File: config.mk
export PLATFORM = sky130hd
export DESIGN_NAME = rr_arb8
export DESIGN_NICKNAME = d
export VERILOG_FILES = /design/src/rtl/arb_pkg.sv /design/src/rtl/rr_pick.sv /design/src/rtl/rr_arb8.sv
export SDC_FILE = /design/constraint.sdc
export NUM_CORES = 1
export LEC_CHECK = 0
export ABC_AREA = 1
export CAP_MARGIN = 10
export CORE_ASPECT_RATIO = 0.5
export CORE_MARGIN = 5
export CORE_UTILIZATION = 40
export CTS_BUF_LIST = sky130_fd_sc_hd__clkbuf_4 sky130_fd_sc_hd__clkbuf_8
export DETAILED_ROUTE_END_ITERATION = 10
export HOLD_SLACK_MARGIN = 0.02
export PLACE_DENSITY = 0.68
export SLEW_MARGIN = 40
export SYNTH_ARGS = -nofsm -noshare
export SYNTH_HDL_FRONTEND = slang
export SYNTH_SLANG_ARGS = --single-unit
File: constraint.sdc
create_clock -name i_clk -period 2.8 [get_ports i_clk]
set_input_delay 0.56 -clock i_clk [delete_from_list [all_inputs] [get_ports i_clk]]
set_output_delay 0.56 -clock i_clk [all_outputs]
set_load 0.01 [all_outputs]
File: src/rtl/arb_pkg.sv
// Shared definitions for the round-robin arbiter slice: sizes and FSM state encoding.
package arb_pkg;
  localparam int ARB_N_MAX = 8;
  localparam int CNT_W     = 8;

  typedef enum logic {
    ST_IDLE  = 1'b0,
    ST_OWNED = 1'b1
  } arb_state_e;
endpackage

File: src/rtl/rr_pick.sv
// Combinational round-robin picker: first set request strictly after ptr, wrapping.
module rr_pick #(
  parameter int N     = 8,
  parameter int PTR_W = $clog2(N)
) (
  input  logic [N-1:0]     req,
  input  logic [PTR_W-1:0] ptr,
  output logic [N-1:0]     win,
  output logic             found
);

  logic [PTR_W:0]   shamt;
  logic [2*N-1:0]   req_dbl;
  logic [2*N-1:0]   win_dbl;
  logic [N-1:0]     rot;
  logic [N-1:0]     rot_win;

  // Rotate so bit ptr+1 lands at position 0, take the lowest set bit, rotate back.
  always_comb begin
    shamt   = {1'b0, ptr} + {{PTR_W{1'b0}}, 1'b1};
    req_dbl = {req, req} >> shamt;
    rot     = req_dbl[N-1:0];
    rot_win = rot & (~rot + {{(N-1){1'b0}}, 1'b1});
    win_dbl = {rot_win, rot_win} << shamt;
    win     = win_dbl[2*N-1:N];
    found   = |req;
  end

endmodule

File: src/rtl/rr_arb8.sv
// Registered sticky round-robin arbiter with one-hot grant for the 8-to-3 encoder.
// Optional per-owner hold limit enabled by defining ARB_HOLD_LIMIT_EN.
module rr_arb8 import arb_pkg::*; #(
  parameter int N        = 8,
  parameter int MAX_HOLD = 16
) (
  input  logic         i_clk,
  input  logic         i_rst_n,
  input  logic [N-1:0] i_req,
  output logic [N-1:0] o_gnt,
  output logic         o_busy,
  output logic         o_new_gnt
);

  localparam int PTR_W = $clog2(N);

  arb_state_e       state_q, state_d;
  logic [PTR_W-1:0] ptr_q, ptr_d;
  logic [N-1:0]     gnt_d;
  logic             new_d;
  logic [N-1:0]     pick_req;
  logic [N-1:0]     pick_win;
  logic             pick_found;
  logic             owner_req;
  logic             hold_expire;

  function automatic logic [PTR_W-1:0] onehot_idx(input logic [N-1:0] oh);
    logic [PTR_W-1:0] idx;
    idx = '0;
    for (int i = 0; i < N; i++) begin
      if (oh[i]) idx = idx | PTR_W'(i);
    end
    return idx;
  endfunction

  assign owner_req = i_req[ptr_q];
  // The current owner is masked out so a forced handover never re-picks it.
  assign pick_req  = (state_q == ST_OWNED) ? (i_req & ~o_gnt) : i_req;

  rr_pick #(.N(N), .PTR_W(PTR_W)) u_pick (
    .req   (pick_req),
    .ptr   (ptr_q),
    .win   (pick_win),
    .found (pick_found)
  );

`ifdef ARB_HOLD_LIMIT_EN
  logic [CNT_W-1:0] hold_cnt_q;

  assign hold_expire = (hold_cnt_q == CNT_W'(MAX_HOLD - 1));

  // Saturates at MAX_HOLD-1: expiry either hands over (clearing it) or holds steady.
  always_ff @(posedge i_clk or negedge i_rst_n) begin
    if (!i_rst_n) begin
      hold_cnt_q <= '0;
    end else if (new_d) begin
      hold_cnt_q <= '0;
    end else if (state_q == ST_OWNED && owner_req && !hold_expire) begin
      hold_cnt_q <= hold_cnt_q + 1'b1;
    end
  end
`else
  assign hold_expire = 1'b0;
`endif

  always_comb begin
    state_d = state_q;
    gnt_d   = o_gnt;
    ptr_d   = ptr_q;
    new_d   = 1'b0;
    case (state_q)
      ST_IDLE: begin
        if (pick_found) begin
          gnt_d   = pick_win;
          ptr_d   = onehot_idx(pick_win);
          new_d   = 1'b1;
          state_d = ST_OWNED;
        end
      end
      ST_OWNED: begin
        if (!owner_req || (hold_expire && pick_found)) begin
          if (pick_found) begin
            gnt_d = pick_win;
            ptr_d = onehot_idx(pick_win);
            new_d = 1'b1;
          end else begin
            gnt_d   = '0;
            state_d = ST_IDLE;
          end
        end
      end
      default: begin
        gnt_d   = '0;
        state_d = ST_IDLE;
      end
    endcase
  end

  // Registered outputs: grant, busy and new-grant pulse all change on the same edge.
  always_ff @(posedge i_clk or negedge i_rst_n) begin
    if (!i_rst_n) begin
      state_q   <= ST_IDLE;
      ptr_q     <= PTR_W'(N - 1);
      o_gnt     <= '0;
      o_busy    <= 1'b0;
      o_new_gnt <= 1'b0;
    end else begin
      state_q   <= state_d;
      ptr_q     <= ptr_d;
      o_gnt     <= gnt_d;
      o_busy    <= |gnt_d;
      o_new_gnt <= new_d;
    end
  end

  a_gnt_onehot0 : assert property (@(posedge i_clk) disable iff (!i_rst_n)
    $onehot0(o_gnt) && (o_busy == |o_gnt));

  a_params : assert property (@(posedge i_clk)
    (N >= 2) && (N <= ARB_N_MAX) && (MAX_HOLD >= 1) && (MAX_HOLD <= 255));

endmodule

==> results.md, run 1 <==
- Outcome: finished clean
- TritonRoute pass-1 iters: 5
- Post-Synth Adder-Cell Area: 0.672%
- Die width: 106 um
- Clock sinks: 14
- Setup crit start: i_req[7]
- First-pass GRT wire length: 9480 um
- FF-to-FF Start: ptr_q[0]$_DFFE_PN1P_
- ANT nets after route: 0
- Req. time, crit path: 2940 ps
- Mux cell area share after synthesis: 0%
- Commonest cells post-synth: nand2_1 (77), nand3_1 (71), nor2_1 (27)
- Least-Margin Pin Slew: 637 ps
- DP HPWL: 4480 um
- Critical R2R Capture: o_busy$_DFF_PN0_
- Setup ws final: 185 ps
- RD Place Congestion: 0.905
- Initial Util: 41.9%
- CTS Root Cell: clkbuf_8
- Warning count from the yosys run: 0
- Via density: 5.54
- Area of the multi-input gates: 1380 um2
- Cell Rows: 17
- IO Pins: 20
- Drt drc: 0
- Crit path DAT: 2750 ps
- #FFs+latches synth: 14
- Gate Count Post-Synth: 296
- Register area: 355 um2
- R2r setup slk: 220 ps
- Place WS: -39.8 ps
- Final Skew: 4.74 ps
- Crit Path Max Fanout: 3
- # diodes: 0
- Max Freq: 382 MHz
- Worst hold path type: flip-flop to flip-flop
- Ys async rst share: 100%
- Worst Hold Depth: 2
- Routing usage on met3: 3.78%
- Primary FF master, synth: dfrtp_1
- Post-Synth Simple-Gate Area: 62.6%
- Sequential-to-total area share from yosys stat: 19.0%
- H-tree depth: 1
- Chip height: 58.2 um
- Global routing's busiest layer: met2
- Area post-placement: 2170 um2
- Post-Synth XOR/XNOR Area: 0.470%
- IO Port Bufs: 19
- Clk_lat worst skew: 250 ps
- Max clock buf depth: 2
- Layout cells sized above 1: 25.1%
- Grt ovf: 0
- Main combinational cell family by area after synthesis: simple AND/OR/NAND/NOR gates
- Cell area after synthesis: 1860 um2
- CTS tree: done
- Complex-gate fraction of the synthesized area: 8.67%
- EDFF count, synth: 0
- Final-stage net count: 335
- Post-route cell area: 2250 um2
- Met1 usage: 27.1%
- Max-slew violation count: 0
- CORE AREA: 4450 um2
- Global routing usage on met2: 29.0%
- Vias: 2105
- Final hold vios: 0
- Reg2Reg Depth: 14
- GR Util All Layers: 18.7%
- WHS Endpoint: o_gnt[6]$_DFF_PN0_
- Worst setup SP type: input pin
- Antenna violations before repair: 0
- Netlist cell types: 32
- Most frequent cell after synthesis: nand2_1
- Synth area leader: nand3_1
- Min Hold Slack: 601 ps
- Crit. End Element: flip-flop
- Starting DRT DRC Count: 163
- Die ar.: 6200 um2
- Largest net degree at the start of global routing: 23
- Syn nets: 307
- CP Class: input pin to flip-flop
- Final setup fails: 0
- P&R area growth vs syn: 21.0%
- Max_slew headroom: 57.4%
- Synth top area cells: nand3_1 (19%), nand2_1 (16%), dfrtp_1 (15%)
- Hold Path Origin: o_gnt[6]$_DFF_PN0_
- Avg Cell Area, Syn: 6.29 um2
- Total CTS buffers: 3
- Max cap viols: 0
- Wire per inst: 14.9 um
- CTS clk-pin slew, worst paths: 60 ps
- WL final: 5660 um
- Final period utilization: 93.4%
- Final Critical Period: 2610 ps
- Post-synth top area share: 19.1%
- # fillers: 435
- Fin Setup TNS: 0 ps
- Via count of the first global-routing pass: 1949
[cells by family (layout without fill, tap and decap cells)]
| kind of cell | after synthesis | in the layout |
|---|---|---|
| AO/OA/AOI/OAI | 21 | 21 |
| XOR/XNOR | 1 | 1 |
| flip-flops | 14 | 14 |
| buffers and inverters | 35 | 62 |
| AND/OR/NAND/NOR | 224 | 224 |
| adder cells (fa/ha/maj) | 1 | 1 |
[placed cells by master (no fill, tap or decap), drive strengths merged, types with 3 or more instances in the layout]
cell type and n:
nand2 92, nand3 90, nor2 31, inv 23, clkdlybuf4s50 19, buf 15, dfrtp 11, a21oi 9
o21ai 7, nand4 6, clkbuf 4, nor3 3, dfstp 3
[sequential cells by signal, summed over array words and instances (netlist names)]
name,count
o_new_gnt,1
o_busy,1
ptr_q,3
o_gnt,8
state_q,1
[stage by stage]
step | instances | utilization, %
global placement | 376 | 48.7
global route | 380 | 50.7
detailed placement | 376 | 48.7
floorplan | 296 | -
finish | 380 | 50.7
CTS | 380 | 50.0
[cell type report]
class / instances / share of cell area (%)
sequential: 14 / 15.8
multi-input combinational: 247 / 61.2
tap: 57 / 3.16
timing repair buffer: 34 / 13.4
inverter: 24 / 4.00
clock buffer: 4 / 2.44
[how the worst max path moves through the flow]
| stage | end | slack, ps | cells after the start |
|---|---|---|---|
| after floorplan | o_busy$_DFF_PN0_ | 710 | 16 |
| after global placement | o_busy$_DFF_PN0_ | -10 | 16 |
| after detailed placement | o_busy$_DFF_PN0_ | -40 | 14 |
| after CTS | o_busy$_DFF_PN0_ | 160 | 10 |
| after global routing | o_busy$_DFF_PN0_ | -1 | 14 |
| final | o_busy$_DFF_PN0_ | 190 | 16 |
[critical path, cell delays in order]
cell             delay, ps
clkdlybuf4s50_1        560
nand3_1                140
nand3_1                140
nand2_1                100
nand2_1                 80
nand2_2                 90
nand2_1                 80
nor2_2                  40
nand2_1                100
nand3_1                150
nand3_1                140
nand2_1                120
a21oi_2                190
nand2_1                 70
nor2_1                 120
nand2_1                 70
[what timing repair did]
action	CTS	global route
endpoints found under the setup margin	0	3
hold buffers	0	0
resized for setup	0	9
setup buffers	0	0
[metal layers]
layer  routed length (um)  share of wire, %
met4                   71               1.3
met2                 2430                43
met1                 2760                49
met3                  397               7.0
met5                    0                 0
Power of run 1 is left out: the tool's default activity adds up to more than one toggle a clock period on the data nets, which glitch-free logic cannot reach.
==> inputs of run 2 (changes only) <==
CAP_MARGIN = 15   (was 10)
==> results of run 2 <==
Same layout as run 1: the final DEF is identical, and so are final timing and power.
Power of run 2 is left out for the same reason.
